==> config.mk <==
export PLATFORM = sky130hd
export DESIGN_NAME = ntt_mem_arbiter
export DESIGN_NICKNAME = d
export VERILOG_FILES = /design/src/rtl/ntt_arb_pkg.sv /design/src/rtl/ntt_tag_fifo.sv /design/src/rtl/ntt_mem_arbiter.sv
export SDC_FILE = /design/constraint.sdc
export NUM_CORES = 1
export LEC_CHECK = 0
export ABC_AREA = 1
export BUFFER_PORTS_ARGS = -buffer_cell sky130_fd_sc_hd__buf_2
export CAP_MARGIN = 20
export CORE_AREA = 10 10 324 326
export CTS_CLUSTER_DIAMETER = 80
export DETAILED_ROUTE_END_ITERATION = 10
export DIE_AREA = 0 0 334 336
export GPL_TIMING_DRIVEN = 1
export PLACE_DENSITY = 0.3
export SYNTH_ARGS = -nofsm -noshare
export SYNTH_HDL_FRONTEND = slang
export SYNTH_SLANG_ARGS = --single-unit
==> constraint.sdc <==
create_clock -name clk -period 6.31 [get_ports clk]
set_input_delay 0.9465 -clock clk [delete_from_list [all_inputs] [get_ports clk]]
set_output_delay 0.9465 -clock clk [all_outputs]
set_load 0.03 [all_outputs]
==> src/rtl/ntt_arb_pkg.sv <==
// Shared constants and the round-robin search helper for the NTT memory arbiter.
package ntt_arb_pkg;

    localparam int DATA_W              = 64;
    localparam int MAX_OUTSTANDING_DEF = 4;
    localparam int MAX_CORES           = 8;

    typedef struct packed {
        logic       found;
        logic [2:0] idx;
    } rr_sel_t;

    // First set bit of req_vec at or after ptr, wrapping modulo n_cores.
    function automatic rr_sel_t rr_select(input logic [7:0] req_vec,
                                          input logic [2:0] ptr,
                                          input int         n_cores);
        rr_sel_t res;
        int      cand;
        res.found = 1'b0;
        res.idx   = 3'd0;
        for (int off = 0; off < MAX_CORES; off++) begin
            cand = (int'(ptr) + off) % n_cores;
            if ((off < n_cores) && !res.found && req_vec[cand[2:0]]) begin
                res.found = 1'b1;
                res.idx   = cand[2:0];
            end else begin
                res = res;
            end
        end
        return res;
    endfunction

endpackage

==> src/rtl/ntt_tag_fifo.sv <==
// Read-tag FIFO: remembers which core issued each outstanding read, in issue order.
module ntt_tag_fifo #(
    parameter int TAG_W = 2,
    parameter int DEPTH = 4
) (
    input  logic             clk,
    input  logic             rst,
    input  logic             push,
    input  logic [TAG_W-1:0] push_data,
    input  logic             pop,
    output logic [TAG_W-1:0] head,
    output logic             full,
    output logic             empty
);
    import ntt_arb_pkg::*;

    localparam int PTR_W = (DEPTH > 1) ? $clog2(DEPTH) : 1;
    localparam int CNT_W = $clog2(DEPTH + 1);

    logic [TAG_W-1:0] mem_r [DEPTH];
    logic [PTR_W-1:0] wr_ptr_r;
    logic [PTR_W-1:0] rd_ptr_r;
    logic [CNT_W-1:0] count_r;
    logic             push_ok_s;
    logic             pop_ok_s;

    // Qualify push/pop against occupancy so the FIFO can never over- or underflow.
    always_comb begin
        push_ok_s = push & ~full;
        pop_ok_s  = pop & ~empty;
    end

    assign full  = (count_r == CNT_W'(DEPTH));
    assign empty = (count_r == {CNT_W{1'b0}});
    assign head  = mem_r[rd_ptr_r];

    // Pointer, occupancy and storage update; pointers wrap naturally at DEPTH.
    always_ff @(posedge clk or posedge rst) begin
        if (rst) begin
            wr_ptr_r <= {PTR_W{1'b0}};
            rd_ptr_r <= {PTR_W{1'b0}};
            count_r  <= {CNT_W{1'b0}};
            for (int i = 0; i < DEPTH; i++) begin
                mem_r[i] <= {TAG_W{1'b0}};
            end
        end else begin
            if (push_ok_s) begin
                mem_r[wr_ptr_r] <= push_data;
                wr_ptr_r        <= wr_ptr_r + PTR_W'(1);
            end
            if (pop_ok_s) begin
                rd_ptr_r <= rd_ptr_r + PTR_W'(1);
            end
            case ({push_ok_s, pop_ok_s})
                2'b10:   count_r <= count_r + CNT_W'(1);
                2'b01:   count_r <= count_r - CNT_W'(1);
                default: count_r <= count_r;
            endcase
        end
    end

endmodule

==> src/rtl/ntt_mem_arbiter.sv <==
// Round-robin arbiter sharing one memory port among the NTT cores, with
// in-order read response routing through a tag FIFO.
module ntt_mem_arbiter
    import ntt_arb_pkg::*;
#(
    parameter int N_CORES         = 4,
    parameter int MAX_OUTSTANDING = MAX_OUTSTANDING_DEF,
    parameter int TAG_W           = (N_CORES > 1) ? $clog2(N_CORES) : 1
) (
    input  logic                        clk,
    input  logic                        rst,
    input  logic [N_CORES-1:0]          s_req,
    input  logic [N_CORES-1:0]          s_we,
    input  logic [N_CORES*DATA_W-1:0]   s_addr,
    input  logic [N_CORES*DATA_W-1:0]   s_wdata,
    output logic [N_CORES-1:0]          s_gnt,
    output logic [N_CORES-1:0]          s_valid,
    output logic [DATA_W-1:0]           s_rdata,
    output logic                        m_req,
    output logic                        m_we,
    output logic [DATA_W-1:0]           m_addr,
    output logic [DATA_W-1:0]           m_wdata,
    input  logic                        m_gnt,
    input  logic                        m_valid,
    input  logic [DATA_W-1:0]           m_rdata,
    output logic [31:0]                 grant_count,
    output logic [31:0]                 stall_count,
    output logic                        err_spurious
);

    logic [N_CORES-1:0] elig_s;
    logic [7:0]         elig8_s;
    rr_sel_t            pick_s;
    logic [TAG_W-1:0]   sel_s;
    logic [TAG_W-1:0]   rr_ptr_r;
    logic [TAG_W-1:0]   head_s;
    logic               full_s;
    logic               empty_s;
    logic               grant_s;
    logic               push_s;
    logic               pop_s;
    logic               stall_s;
    logic [31:0]        grant_count_r;
    logic [31:0]        stall_count_r;
    logic               err_spurious_r;

    // Eligibility: writes always, reads only while a tag slot is free.
    always_comb begin
        elig_s  = {N_CORES{1'b0}};
        elig8_s = 8'd0;
        for (int i = 0; i < N_CORES; i++) begin
            elig_s[i] = s_req[i] & (s_we[i] | ~full_s);
        end
        elig8_s[N_CORES-1:0] = elig_s;
        pick_s = rr_select(elig8_s, 3'(rr_ptr_r), N_CORES);
        sel_s  = TAG_W'(pick_s.idx);
    end

    // Master-side mux and same-cycle grant; everything is forced low in reset.
    always_comb begin
        m_req   = 1'b0;
        m_we    = 1'b0;
        m_addr  = {DATA_W{1'b0}};
        m_wdata = {DATA_W{1'b0}};
        s_gnt   = {N_CORES{1'b0}};
        if (!rst && pick_s.found) begin
            m_req   = 1'b1;
            m_we    = s_we[sel_s];
            m_addr  = s_addr[sel_s*DATA_W +: DATA_W];
            m_wdata = s_wdata[sel_s*DATA_W +: DATA_W];
        end else begin
            m_req = 1'b0;
        end
        grant_s = m_req & m_gnt;
        if (grant_s) begin
            s_gnt[sel_s] = 1'b1;
        end else begin
            s_gnt = {N_CORES{1'b0}};
        end
        push_s  = grant_s & ~m_we;
        stall_s = (|s_req) & ~(|s_gnt);
    end

    // Response routing: the head tag picks the core that sees s_valid.
    always_comb begin
        s_valid = {N_CORES{1'b0}};
        pop_s   = m_valid & ~empty_s & ~rst;
        if (pop_s) begin
            s_valid[head_s] = 1'b1;
        end else begin
            s_valid = {N_CORES{1'b0}};
        end
        if (rst) begin
            s_rdata = {DATA_W{1'b0}};
        end else begin
            s_rdata = m_rdata;
        end
    end

    ntt_tag_fifo #(
        .TAG_W (TAG_W),
        .DEPTH (MAX_OUTSTANDING)
    ) u_tag_fifo (
        .clk       (clk),
        .rst       (rst),
        .push      (push_s),
        .push_data (sel_s),
        .pop       (pop_s),
        .head      (head_s),
        .full      (full_s),
        .empty     (empty_s)
    );

    // Round-robin pointer, transaction/stall counters and sticky spurious-response flag.
    always_ff @(posedge clk or posedge rst) begin
        if (rst) begin
            rr_ptr_r       <= {TAG_W{1'b0}};
            grant_count_r  <= 32'd0;
            stall_count_r  <= 32'd0;
            err_spurious_r <= 1'b0;
        end else begin
            if (grant_s) begin
                if (sel_s == TAG_W'(N_CORES - 1)) begin
                    rr_ptr_r <= {TAG_W{1'b0}};
                end else begin
                    rr_ptr_r <= sel_s + TAG_W'(1);
                end
                grant_count_r <= grant_count_r + 32'd1;
            end
            if (stall_s) begin
                stall_count_r <= stall_count_r + 32'd1;
            end
            if (m_valid && empty_s) begin
                err_spurious_r <= 1'b1;
            end
        end
    end

    assign grant_count  = grant_count_r;
    assign stall_count  = stall_count_r;
    assign err_spurious = err_spurious_r;

endmodule
==> impl_summary.md, run 1 <==
Routing
Summed over all layers, the routed wires come to 98,800 um. The average wire per cell in the routed design is 26.4 um. The routed layout has between 10,000 and 15,000 vias. In this run the remaining antenna-violating nets after routing total 0. The detail-routed via count per cell is around 4.0. The count of unresolved DRC violations after routing is 0. The first routing iteration left 1,166 violations. The first detailed-routing pass took 5 iterations.

Clock network
The clock root buffer master is sky130_fd_sc_hd__clkbuf_16. The clock transition at the registers of the reported paths is 0.07 ns. The clock latency reported for the late side of the worst-skew pair is about 0.38 ns. In this run, post-CTS repair resized a total of 0 instances.

The clock tree from TritonCTS is done. The total clock sinks is 82. The maximum number of buffers from clock root to sink is 2. The number of clock buffers inserted by TritonCTS is 9.

The post-CTS setup buffer count is 0. CTS built an H-tree with a depth of 3. The hold-fix buffer count after cts is 0.

Synthesis
The netlist area before placement is 10,200 sq um. The synthesized design devotes to its leading area cell type between 20% and 30% of total area. Counting every net in the synthesized netlist gives 2,258. Sorting the synthesized cells by area gives the leading types as sky130_fd_sc_hd__nand2_1, sky130_fd_sc_hd__dfrtp_1, sky130_fd_sc_hd__a21oi_1. The leading area contributor after synthesis is sky130_fd_sc_hd__nand2_1. Sequential elements use 20.2% of the synthesized area. The number of different library cells in the post-synthesis netlist is 36. The register bit total from synthesis is between 80 and 90. The cell count after synthesis is 1,658.

During synthesis, Yosys emitted a total of 0 warnings. The mean instance size in the synthesized netlist is 6.13 sq um.

Worst setup path
The depth of the worst register-to-register path is 15. STA classifies the critical path endpoint as an output pin. The reg-to-reg critical path endpoint is stall_count[2]. The setup path with the least slack is of type primary input to output pin. The reg-to-reg critical path startpoint is u_tag_fifo.count_r[0]. Of all nets on the critical path, the largest fanout is 86. At the worst endpoint, the required time is 5.36 ns. STA classifies the critical path startpoint as a primary input.

STA puts the critical path data arrival time at 4.25 ns. Setup slack on the worst reg-to-reg path comes out at a little under 2 ns.

Cells and area
In the layout the commonest cells are sky130_fd_sc_hd__buf_2, sky130_fd_sc_hd__nand2_1, sky130_fd_sc_hd__a21oi_1. The number of nets in the final layout is about 3,000. The number of inserted filler cells in the final layout is 11,700.

The fraction of layout cells with a size suffix above 1 is 41.7%. Summing all multi-input logic gate instances after layout gives approximately 7000 sq um. The most common cell after layout, fill and taps aside is sky130_fd_sc_hd__buf_2. The area occupied by registers is 2050 sq um.

The area growth from synthesis to final layout is 58.2%.

Placed design
The placement-stage worst setup slack is 1.11 ns. The weighted congestion reported at the end of routability-driven placement is between 0.9 and 1. The number of port buffers is 854.

After legalization and detailed placement, the total HPWL measured 86,000 um.

Job
The reported max-cap violation count is 0.

Power
The reported leakage power is 8.37 nW. The highest ir drop seen on vdd is 0.000390 V. Dividing total power by cell area gives a power density of 790 nW/um^2.

GRT
After global routing the overflow that remains totals 0. The via count of the first global-routing pass was 14,700. The number of antenna violations at the first check in global routing was 52.

The overall fraction of global-route tracks in use is 16.4%. The first global-routing pass estimated between 100,000 and 150,000 um of wire. Entering global routing, the biggest net connects 87 pins.

STA
Setup total negative slack on the finished layout was measured at 0 ns. On the final layout, the worst clock skew is around 0.012 ns. The final cycle utilization of the critical path is 82.3%. Setup repair after global routing left no endpoint under its margin. For the pin with the worst max-slew slack, the measured transition is 0.993 ns. The number of endpoints failing setup at the final stage is 0. The number of slew-limit violations in the final report is 0. For this run, the top clock speed supported by timing is 192 MHz. The hold slack is ~0.48 ns.

In the post-route analysis, the smallest setup slack over all paths is around 1.1 ns. The worst path needs 5.20 ns of the cycle, external delays included. In this run the tightest slew margin relative to its limit is around 34%. The number of hold-slack violations in the final timing report came to 0.

Floorplan
The standard-cell row count is 115. The area inside the core boundary is 98,100 sq um. The floorplan step defined a die boundary enclosing around 110,000 sq um. The floorplan step set the die width to 334 um. Once the floorplan was initialized, standard cells occupied between 10 and 15% of the core. Measured along the y axis, the die boundary spans approximately 340 um. around 860 I/O pins were placed.

Status
The flow ran to the end, and the final reports show no timing, DRC or antenna violations.

Worst hold path
The tightest min-delay check is of the flop to flop type. The launch instance of the worst min-delay path is u_tag_fifo.mem_r[5]. The worst hold path terminates at u_tag_fifo.mem_r[5]. Along the worst hold path, the cell count comes to 2.
## through the flow
step                utilization, %  power, mW  instance area [sq um]  cells
floorplan                        -       8.37                  10200   1658
global placement              16.1       12.3                  15800   3712
detailed placement            16.1       12.1                  15800   3712
CTS                           16.4       12.8                  16100   3728
global route                  16.4       13.6                  16100   3731
finish                        16.4       12.7                  16100   3736
## where the power goes
group / switching, mW / internal [mW]
Sequential: 0.137 / 0.633
Combinational: 8.45 / 2.91
Clock: 0.268 / 0.314
## cell type report
| class | count | area share, % |
|---|---|---|
| timing repair buffer | 885 | 28.3 |
| multi-input combinational | 1323 | 43.6 |
| clock inverter | 7 | 0.521 |
| inverter | 135 | 3.21 |
| clock buffer | 9 | 1.40 |
| antenna | 8 | 0.124 |
| tap | 1287 | 10.0 |
| sequential | 82 | 12.8 |
## cell families (layout without fill, tap and decap cells)
logic type | after synthesis | in the layout | share of synthesized area (%)
AND/OR/NAND/NOR | 841 | 841 | 33.7
AO/OA/AOI/OAI | 408 | 408 | 28.2
flip-flops | 82 | 82 | 20.2
XOR/XNOR | 62 | 62 | 5.41
buffers and inverters | 253 | 1036 | 11.0
adder cells (fa/ha/maj) | 12 | 12 | 1.55
other | 0 | 8 | 0
## routing by layer
| metal | part of all wire (%) | vias to the layer above | wire length [um] | track usage [%] |
|---|---|---|---|---|
| met5 | 0.20 | - | 200 | 0 |
| met4 | 1.2 | 34 | 1170 | 2.01 |
| met3 | 8.4 | 104 | 8300 | 5.26 |
| met2 | 45 | 620 | 44800 | 26.0 |
| met1 | 45 | 6972 | 44300 | 22.0 |
| li1 | - | 7046 | - | - |
## synth_stat cells, drive strengths merged
cell,count
xnor2,21
a211oi,128
nand3,45
dfrtp,82
o31ai,1
buf,96
a32oi,1
fa,1
nor3,30
nor4,9
nand3b,3
inv,134
nand4,31
ha,11
xor2,41
clkbuf,22
or4,2
nor2,116
a31o,1
o21ai,18
nand2,605
clkinv,1
a21oi,259
## worst max-delay path by stage
stage / end / depth (start not counted) / slack [ns] / startpoint
2_1_floorplan: m_wdata[36] / 5 / 1.12 / rst
3_3_place_gp: m_wdata[8] / 13 / 0.99 / s_we[3]
3_5_place_dp: m_wdata[8] / 13 / 1.11 / s_we[3]
4_1_cts: m_wdata[8] / 13 / 1.10 / s_we[3]
5_1_grt: m_wdata[8] / 14 / 0.86 / s_we[3]
6_report: m_wdata[8] / 13 / 1.11 / s_we[3]
## worst max-delay path: stages
cell	delay, ns
sky130_fd_sc_hd__buf_2	0.11
sky130_fd_sc_hd__inv_1	0.06
sky130_fd_sc_hd__nand3_1	0.11
sky130_fd_sc_hd__nand3_1	0.13
sky130_fd_sc_hd__nand2_2	0.10
sky130_fd_sc_hd__o21ai_4	0.22
sky130_fd_sc_hd__nand2_1	0.10
sky130_fd_sc_hd__nand2_1	0.10
sky130_fd_sc_hd__nand3_4	0.40
sky130_fd_sc_hd__inv_8	0.58
sky130_fd_sc_hd__nand2_1	0.15
sky130_fd_sc_hd__a211oi_1	0.72
sky130_fd_sc_hd__buf_2	0.35
## state kept, by name, indices dropped and copies added (netlist names)
register,count
err_spurious,1
u_tag_fifo.rd_ptr_r,2
rr_ptr_r,2
u_tag_fifo.mem_r,8
stall_count,32
grant_count,32
u_tag_fifo.wr_ptr_r,2
u_tag_fifo.count_r,3
Note: power is estimated with default switching activity, not from simulation.
==> inputs of run 2 (changes only) <==
--- a/config.mk
+++ b/config.mk
@@ -5,13 +5,13 @@
 export SDC_FILE = /design/constraint.sdc
 export NUM_CORES = 1
 export LEC_CHECK = 0
-export ABC_AREA = 1
+export ABC_AREA = 0
 export BUFFER_PORTS_ARGS = -buffer_cell sky130_fd_sc_hd__buf_2
 export CAP_MARGIN = 20
-export CORE_AREA = 10 10 324 326
+export CORE_AREA = 10 10 322 324
 export CTS_CLUSTER_DIAMETER = 80
 export DETAILED_ROUTE_END_ITERATION = 10
-export DIE_AREA = 0 0 334 336
+export DIE_AREA = 0 0 332 334
 export GPL_TIMING_DRIVEN = 1
 export PLACE_DENSITY = 0.3
 export SYNTH_ARGS = -nofsm -noshare
==> constraint.sdc (replaced) <==
create_clock -name clk -period 4.65 [get_ports clk]
set_input_delay 0.6975 -clock clk [delete_from_list [all_inputs] [get_ports clk]]
set_output_delay 0.6975 -clock clk [all_outputs]
set_load 0.03 [all_outputs]
==> impl_summary.md, run 2 <==
Worst setup path
The endpoint identified for the worst register-to-register timing path is u_tag_fifo.count_r[2]. The depth of the worst register-to-register path is 13 (-2). The category of the worst setup path launch point is a flop. The cell with the biggest individual delay on the critical path is sky130_fd_sc_hd__a311oi_4.

The peak fanout along the critical path is 16 (-81%). The critical path required time came to 3.95 ns (-1.41 ns). The reg-to-reg critical path startpoint is u_tag_fifo.count_r[0].

The worst path arrival time was 3.55 ns (-0.70 ns). The stage delay of the slowest cell on the critical path is 0.52 ns (-0.20 ns). The register-to-register setup slack is 0.87 ns (-1.08 ns). The worst setup path is of the flop to output pin kind. The endpoint kind of the worst setup timing path is an output pin.

The signal on the critical path passes through nor4b_1 > o22ai_1 > a311oi_4 > buf_12 > buf_4 > mux2i_1 > nand2_1 > and3_1 > buf_2.

Clock network
The number of clock buffers inserted by TritonCTS is 9 (unchanged). The post-cts gate resize count came to 0 (unchanged). The CTS H-tree depth is 3 (unchanged). The clock transition at the registers of the reported paths is 0.07 ns (about the same). The clock root buffer master is sky130_fd_sc_hd__clkbuf_16. The total clock sinks is 82 (unchanged). The maximum number of buffers from clock root to sink came to 2 (unchanged).

The clock tree from TritonCTS is done. The clock latency reported for the late side of the worst-skew pair came to 0.36 ns (-0.02 ns). The post-CTS setup buffer count is 0 (unchanged). The hold-fix buffer count after cts came to 0 (unchanged).

Placed design
The weighted congestion reported at the end of routability-driven placement is 0.908 (-9.0%). The total placed instance area is 15,200 sq um (-3.8%). The HPWL after detailed placement came to 77,000 um (-10%). The number of instances in the placed design was 3,249 (-12%). The number of port buffers came to 854 (unchanged).

STA
Counting I/O delays and the setup requirement, the final critical path takes between 4 and 5 ns. The pin slew with the least headroom to its limit was 0.955 ns (-0.0386 ns). The top achievable clock speed is about 240 MHz. The number of endpoints failing setup at the final stage came to 0 (unchanged). The number of slew-limit violations in the final report came to 0 (unchanged). The setup TNS is 0 ns (unchanged).

Setup repair after global routing left no endpoint under its margin. The final cycle utilization of the critical path is between 90% and 100%. The headroom to the max-slew limit was 36.4% (+2.6 points). The number of hold-slack violations in the final timing report was 0 (unchanged). The hold slack is 0.367 ns (-0.117 ns).

The worst clock skew is 0.0120 ns (+0.000185 ns).

Floorplan
The effective utilization at floorplan is 9.43% (-0.93 points). The I/O pin count is 855 (unchanged). The area inside the core boundary is 97,600 sq um (-0.59%). The vertical die dimension came to 334 um (-0.60%).

The standard-cell row count came to 115 (unchanged). The die footprint was 111,000 sq um (-1.2%). The die width was 332 um (-0.60%).

Synthesis
The post-synth net total is 1,755 (-22%). The commonest cells after synthesis are sky130_fd_sc_hd__nand2_1, sky130_fd_sc_hd__mux2i_1, sky130_fd_sc_hd__and3_1. The cell count after synthesis came to 1,155 (-30%). The post-synthesis mux area share came to 29.3% (+29 points). The sequential element share of the synthesized area is 22.3% (+2.1 points). The netlist area before placement is 9200 sq um (-9.5%).

Sorting the synthesized cells by area gives the leading types as sky130_fd_sc_hd__mux2i_1, sky130_fd_sc_hd__dfrtp_1, sky130_fd_sc_hd__nand2_1. The most instantiated flip-flop cell in the synthesis netlist is sky130_fd_sc_hd__dfrtp_1. The leading area contributor after synthesis is sky130_fd_sc_hd__mux2i_1. The post-synthesis share of cell area spent on and, or, nand and nor gates is 32.3% (-1.3 points). The synthesized-area fraction occupied by ao, oa, aoi and oai cells is 3.29% (-25 points). The most common cell in the synthesized netlist is sky130_fd_sc_hd__nand2_1. The fraction of registers with async set/reset is 100% (unchanged). The dominant combinational cell family by area after synthesis is simple AND/OR/NAND/NOR gates. The number of different library cells in the post-synthesis netlist is 54 (+50%). The mean instance size in the synthesized netlist is 7.96 sq um (+30%). The number of enable flip-flop cells after synthesis is 0 (unchanged). The count of warnings emitted by yosys came to 0 (unchanged). The top cell type's share of synthesized area came to 28.1% (+6.0 points). The xor and xnor fraction of the mapped netlist area is 6.48% (+1.1 points).

The register bit total from synthesis came to 82 (unchanged). The area share of fa/ha/maj cells after synthesis is 1.71% (+0.16 points).

GRT
The via count of the first global-routing pass was 12,700 (-14%). The met1 track demand over resource in global routing is 16.5% (-5.6 points). The overall fraction of global-route tracks in use was 14.4% (-2.0 points). The number of antenna violations at the first check in global routing was 101 (+94%). The pin count of the biggest net entering global routing was 86 (-1.1%). The fraction of met2 tracks used by global routing is 25.4% (-0.60 points). The met3 track demand over resource in global routing was 4.89% (-0.37 points). The global-route wire length before repair is 113,000 um (-13%). The remaining global-route overflow is 0 (unchanged). The most crowded layer after global routing is met2.

Routing
The routed wire length is 85,500 um (-13%). The overall via count from detail_route was 12,300 (-17%). The count of unresolved DRC violations after routing is 0 (unchanged). The detailed-routing iteration count for the pre-antenna-repair pass is 5 (unchanged). The average wire per cell in the routed design is 25.9 um (-1.9%). The number of violations reported at the end of detailed-routing iteration 0 is 576 (-51%). The detail-routed via count per cell is 3.72 (-6.0%). The number of antenna-violating nets in the routed design is 2 (+2).

Cells and area
The area of all placed cells without fillers came to 15,500 sq um (-3.4%). The fraction of layout cells with a size suffix above 1 is 46.8% (+5.1 points). The post-layout instance count excluding filler cells is 3,296 (-12%). The most common cell after layout, fill and taps aside is sky130_fd_sc_hd__buf_2. In the layout the commonest cells are sky130_fd_sc_hd__buf_2, sky130_fd_sc_hd__nand2_1, sky130_fd_sc_hd__mux2i_1. The number of nets in the final layout was 2,573 (-15%). Compared with the post-synthesis result, the final layout area differs by 69.0%.

The number of inserted filler cells in the final layout came to 11,300 (-3.4%). The area occupied by registers was 2050 sq um (unchanged). The area occupied by multi-input gates came to 6760 sq um (-3.7%).

Power
The clock network fraction of total power came to 11.0% (+6.4 points). The total power is 6.90 mW (-46%). The power share of the sequential group came to 15.0% (+8.9 points). The internal power is 3.16 mW (-18%).

The power density of the placed cells is 444 nW/um^2 (-44%). The switching power summed over all nets is 3.75 mW (-58%). The highest ir drop seen on vdd is 0.000336 V (-14%). The switching portion of total power came to 54.3% (-15 points). The proportion of power drawn by combinational gates is 74.0% (-15 points). The reported leakage power came to 8.45 nW (+0.94%).

Job
The reported max-cap violation count is 0 (unchanged).

Status
The checks that failed: antenna violations. The run finished, with violations left.

Worst hold path
The min-delay analysis places its worst path in the category primary input to asynchronous set/reset pin.
==> run 2: cell types whose count changed after synthesis, moves of 66 or more <==
| cell | previous run | this run |
|---|---|---|
| sky130_fd_sc_hd__inv_1 | 130 | 14 |
| sky130_fd_sc_hd__mux2i_1 | 0 | 258 |
| sky130_fd_sc_hd__nor2b_1 | 0 | 66 |
| sky130_fd_sc_hd__a211oi_2 | 97 | 1 |
| sky130_fd_sc_hd__and3_1 | 0 | 143 |
| sky130_fd_sc_hd__nand2_1 | 599 | 297 |
| sky130_fd_sc_hd__a21oi_1 | 259 | 0 |
| sky130_fd_sc_hd__nor2_1 | 114 | 21 |
==> run 2: per-layer routing <==
metal  up-vias  routed length [um]  part of all wire, %
li1       5657                   -                    -
met1      5750               33700                   39
met2       647               41300                   48
met3       172                7270                  8.5
met4        28                2980                  3.5
met5         -                 184                 0.22
==> run 2: critical path, delay by kind of cell, from the launching register on <==
kind / cells / cell delay (ns)
mux: 1 / 0.40
simple gates: 3 / 0.82
flops: 1 / 0.51
buf+inv: 3 / 0.71
compound gates: 2 / 0.72
==> run 2: stage by stage <==
stage | setup slack, ns | utilization [%]
CTS | 0.415 | 15.9
global route | 0.225 | 15.9
finish | 0.404 | 15.9
floorplan | 0.222 | -
global placement | 0.603 | 15.5
detailed placement | 0.573 | 15.5
==> run 2: kinds of logic (layout without fill, tap and decap cells) <==
family                     Yosys count  count (layout)
buffers and inverters              100             923
muxes                              266             266
DFF                                 82              82
AOI/OAI and AO/OA                   34              34
xor gates and xnor gates            68              68
other                                0              31
adders and majority gates           12              12
and+or+nand+nor                    593             593
==> run 2: final cells by class <==
class,instances,share of cell area [%]
multi-input combinational,973,43.5
antenna,31,0.499
clock inverter,6,0.427
clock buffer,10,1.54
tap,1287,10.4
inverter,16,0.427
timing repair buffer,891,30.1
sequential,82,13.2
==> run 2: how the worst max path moves through the flow <==
| stage | from | to | slack (ns) | cells past startpoint |
|---|---|---|---|---|
| 2_1_floorplan | rst | s_valid[0] | 0.22 | 3 |
| 3_3_place_gp | s_we[3] | m_wdata[1] | 0.60 | 9 |
| 3_5_place_dp | s_we[1] | m_addr[9] | 0.57 | 10 |
| 4_1_cts | u_tag_fifo.count_r[0] | m_addr[9] | 0.41 | 9 |
| 5_1_grt | u_tag_fifo.count_r[0] | m_addr[17] | 0.23 | 9 |
| 6_report | u_tag_fifo.count_r[0] | m_addr[9] | 0.40 | 9 |
==> run 2: power groups by stage <==
stage                     Clock, mW  Combinational, mW  Sequential (mW)
after detailed placement          0               5.18             1.05
after floorplan                   0               3.27             1.11
final                         0.757               5.11             1.04
after CTS                     0.783               5.20             1.04
after global routing          0.819               5.50             1.06
after global placement            0               5.17             1.05
==> inputs of run 3 (changes only) <==
--- a/config.mk
+++ b/config.mk
@@ -8,10 +8,10 @@
 export ABC_AREA = 0
 export BUFFER_PORTS_ARGS = -buffer_cell sky130_fd_sc_hd__buf_2
 export CAP_MARGIN = 20
-export CORE_AREA = 10 10 322 324
+export CORE_AREA = 10 10 325 327
 export CTS_CLUSTER_DIAMETER = 80
 export DETAILED_ROUTE_END_ITERATION = 10
-export DIE_AREA = 0 0 332 334
+export DIE_AREA = 0 0 335 337
 export GPL_TIMING_DRIVEN = 1
 export PLACE_DENSITY = 0.3
 export SYNTH_ARGS = -nofsm -noshare
==> constraint.sdc (replaced) <==
create_clock -name clk -period 4.97 [get_ports clk]
set_input_delay 0.7455 -clock clk [delete_from_list [all_inputs] [get_ports clk]]
set_output_delay 0.7455 -clock clk [all_outputs]
set_load 0.03 [all_outputs]
==> impl_summary.md, run 3 (synthesized netlist as in run 2, its figures left out) <==
STA
Setup repair after global routing left no endpoint under its margin. The number of hold-slack violations in the final timing report is 0 (unchanged). The final critical path takes up 88.2% of the cycle.

Based on the critical path, the design can be clocked at up to between 200 and 250 MHz. The headroom to the max-slew limit came to 37.8% (+1.5 points). The worst clock skew came to 0.0115 ns (-0.000500 ns). The time the worst path needs with I/O delays and setup is 4.38 ns. The number of slew-limit violations in the final report was 0 (unchanged). The number of endpoints failing setup at the final stage came to 0 (unchanged). The setup TNS was 0 ns (unchanged). The pin slew with the least headroom to its limit was 0.933 ns (-0.0218 ns).

GRT
The via count of the first global-routing pass is 12,600 (-0.61%). The overall fraction of global-route tracks in use is 13.9% (-0.51 points). The remaining global-route overflow is 0 (unchanged). The pin count of the biggest net entering global routing came to 65 (-24%). The global-route wire length before repair is 109,000 um (-3.0%). The number of antenna violations at the first check in global routing is 102 (+0.99%).

Clock network
The post-CTS setup buffer count is 0 (unchanged). The CTS H-tree depth is 3 (unchanged). The number of clock buffers inserted by TritonCTS came to 9 (unchanged). The clock latency reported for the late side of the worst-skew pair is 0.36 ns (about the same).

The clock transition at the registers of the reported paths is 0.07 ns (about the same). The root buffer cell chosen for the clock tree is sky130_fd_sc_hd__clkbuf_16. The total clock sinks is 82 (unchanged). The hold-fix buffer count after cts is 0 (unchanged).

The maximum number of buffers from clock root to sink is 2 (unchanged). TritonCTS built the clock tree. The post-cts gate resize count is 0 (unchanged).

Routing
The detail-routed via count per cell is 3.62 (-2.7%). The number of antenna-violating nets in the routed design was 0 (-2). The count of unresolved DRC violations after routing came to 0 (unchanged). The overall via count from detail_route is 12,000 (-2.1%). The average wire per cell in the routed design is 25.3 um (-2.5%). The routed wire length is 83,900 um (-1.9%).

The number of violations reported at the end of detailed-routing iteration 0 was 516 (-10%). The detailed-routing iteration count for the pre-antenna-repair pass came to 5 (unchanged).

Cells and area
From synthesis to final layout, the design area changed by 69.5%. The number of nets in the final layout was 2,572 (-0.039%). Leaving out fill and tap cells, the most frequent cells in the layout are sky130_fd_sc_hd__buf_2, sky130_fd_sc_hd__nand2_1, sky130_fd_sc_hd__mux2i_1.

The fraction of layout cells with a size suffix above 1 is 46.7% (-0.077 points). The area of all placed cells without fillers is 15,600 sq um (+0.29%). The most common cell after layout, fill and taps aside is sky130_fd_sc_hd__buf_2.

Floorplan
The effective utilization at floorplan is 9.26% (-0.16 points). The vertical die dimension is 337 um (+0.90%). The area inside the core boundary was 99,300 sq um (+1.8%). The die footprint is 113,000 sq um (+1.8%). The die width is 335 um (+0.90%). The standard-cell row count is 116 (+0.87%). The I/O pin count came to 855 (unchanged).

Status
The flow ran to the end, and the final reports show no timing, DRC or antenna violations.

Worst setup path
The peak fanout along the critical path is 15 (-1). The critical path required time is 4.22 ns (+0.27 ns). The startpoint of the worst setup timing path is u_tag_fifo.count_r[0]. STA classifies the critical path startpoint as a flop. The worst path arrival time was 3.64 ns (+0.09 ns).

The endpoint kind of the worst setup timing path is an output pin. In this run the critical register-to-register path is launched from u_tag_fifo.count_r[0]. The worst setup path is of the flop to output pin kind.

Placed design
The total placed instance area was 15,200 sq um (+0.12%). The weighted congestion reported at the end of routability-driven placement came to 0.837 (-7.8%). The HPWL after detailed placement is 74,400 um (-3.5%). The number of port buffers was 854 (unchanged).

Power
The highest ir drop seen on vdd is 0.000249 V (-26%). The reported leakage power is 8.45 nW (about the same). The power density of the placed cells is 419 nW/um^2 (-5.8%).

Job
The reported max-cap violation count is 0 (unchanged).

Worst hold path
The min-delay analysis places its worst path in the category primary input to asynchronous set/reset pin.
## run 3: cell types whose count changed in the layout (fill, tap and decap cells not counted), sizes merged
| cell | previous run | this run |
|---|---|---|
| clkinvlp | 3 | 2 |
| diode | 31 | 41 |
| clkbuf | 10 | 12 |
| buf | 891 | 890 |
| clkinv | 3 | 2 |
## run 3: final timing paths
kind	slack [ns]	end	depth (start not counted)
worst max-delay path	0.59	m_wdata[29]	10
worst max register to register	1.20	stall_count[14]	10
worst min register to register	0.47	grant_count[31]	1
worst min-delay path	0.44	rr_ptr_r[0]	2
max in group asynchronous	3.41	stall_count[14]	3
min in group clk	0.47	grant_count[31]	1
## run 3: stage by stage
| step | cells | utilization [%] | hold slack [ns] | total power [mW] | setup WS, ns |
|---|---|---|---|---|---|
| floorplan | 1155 | - | 0.459 | 4.09 | 0.446 |
| global placement | 3259 | 15.3 | 0.462 | 5.95 | 0.685 |
| detailed placement | 3259 | 15.3 | 0.464 | 5.92 | 0.704 |
| CTS | 3275 | 15.6 | 0.432 | 6.68 | 0.558 |
| global route | 3300 | 15.7 | 0.459 | 7.00 | 0.374 |
| finish | 3316 | 15.7 | 0.437 | 6.53 | 0.587 |
## run 3: where the power goes
part	switching (mW)	internal, mW
clock	0.298	0.417
combinational	3.07	1.77
sequential	0.178	0.795
total	3.55	2.98
## run 3: area by class of cell
type | count | area, sq um
inverter | 16 | 66.3
antenna | 41 | 103
clock inverter | 4 | 50.0
fill | 11600 | 83700
multi-input combinational | 973 | 6760
sequential | 82 | 2050
tap | 1298 | 1620
clock buffer | 12 | 256
timing repair buffer | 890 | 4680
## run 3: critical path: stages, from the launching register on
cell and delay [ns]:
sky130_fd_sc_hd__dfrtp_1 0.54, sky130_fd_sc_hd__nor4b_1 0.47, sky130_fd_sc_hd__o22ai_1 0.18, sky130_fd_sc_hd__a311oi_4 0.39, sky130_fd_sc_hd__buf_4 0.36, sky130_fd_sc_hd__buf_4 0.30, sky130_fd_sc_hd__mux2i_1 0.40, sky130_fd_sc_hd__buf_4 0.20
sky130_fd_sc_hd__nand2_1 0.06, sky130_fd_sc_hd__and3_1 0.18, sky130_fd_sc_hd__buf_2 0.18
## run 3: per-layer routing
metal	GRT usage, %	up-vias	share of wire [%]
met5	0	-	0.41
met4	5.26	56	2.9
met3	6.72	151	11
met2	21.8	609	46
met1	16.2	5521	40
li1	-	5658	-
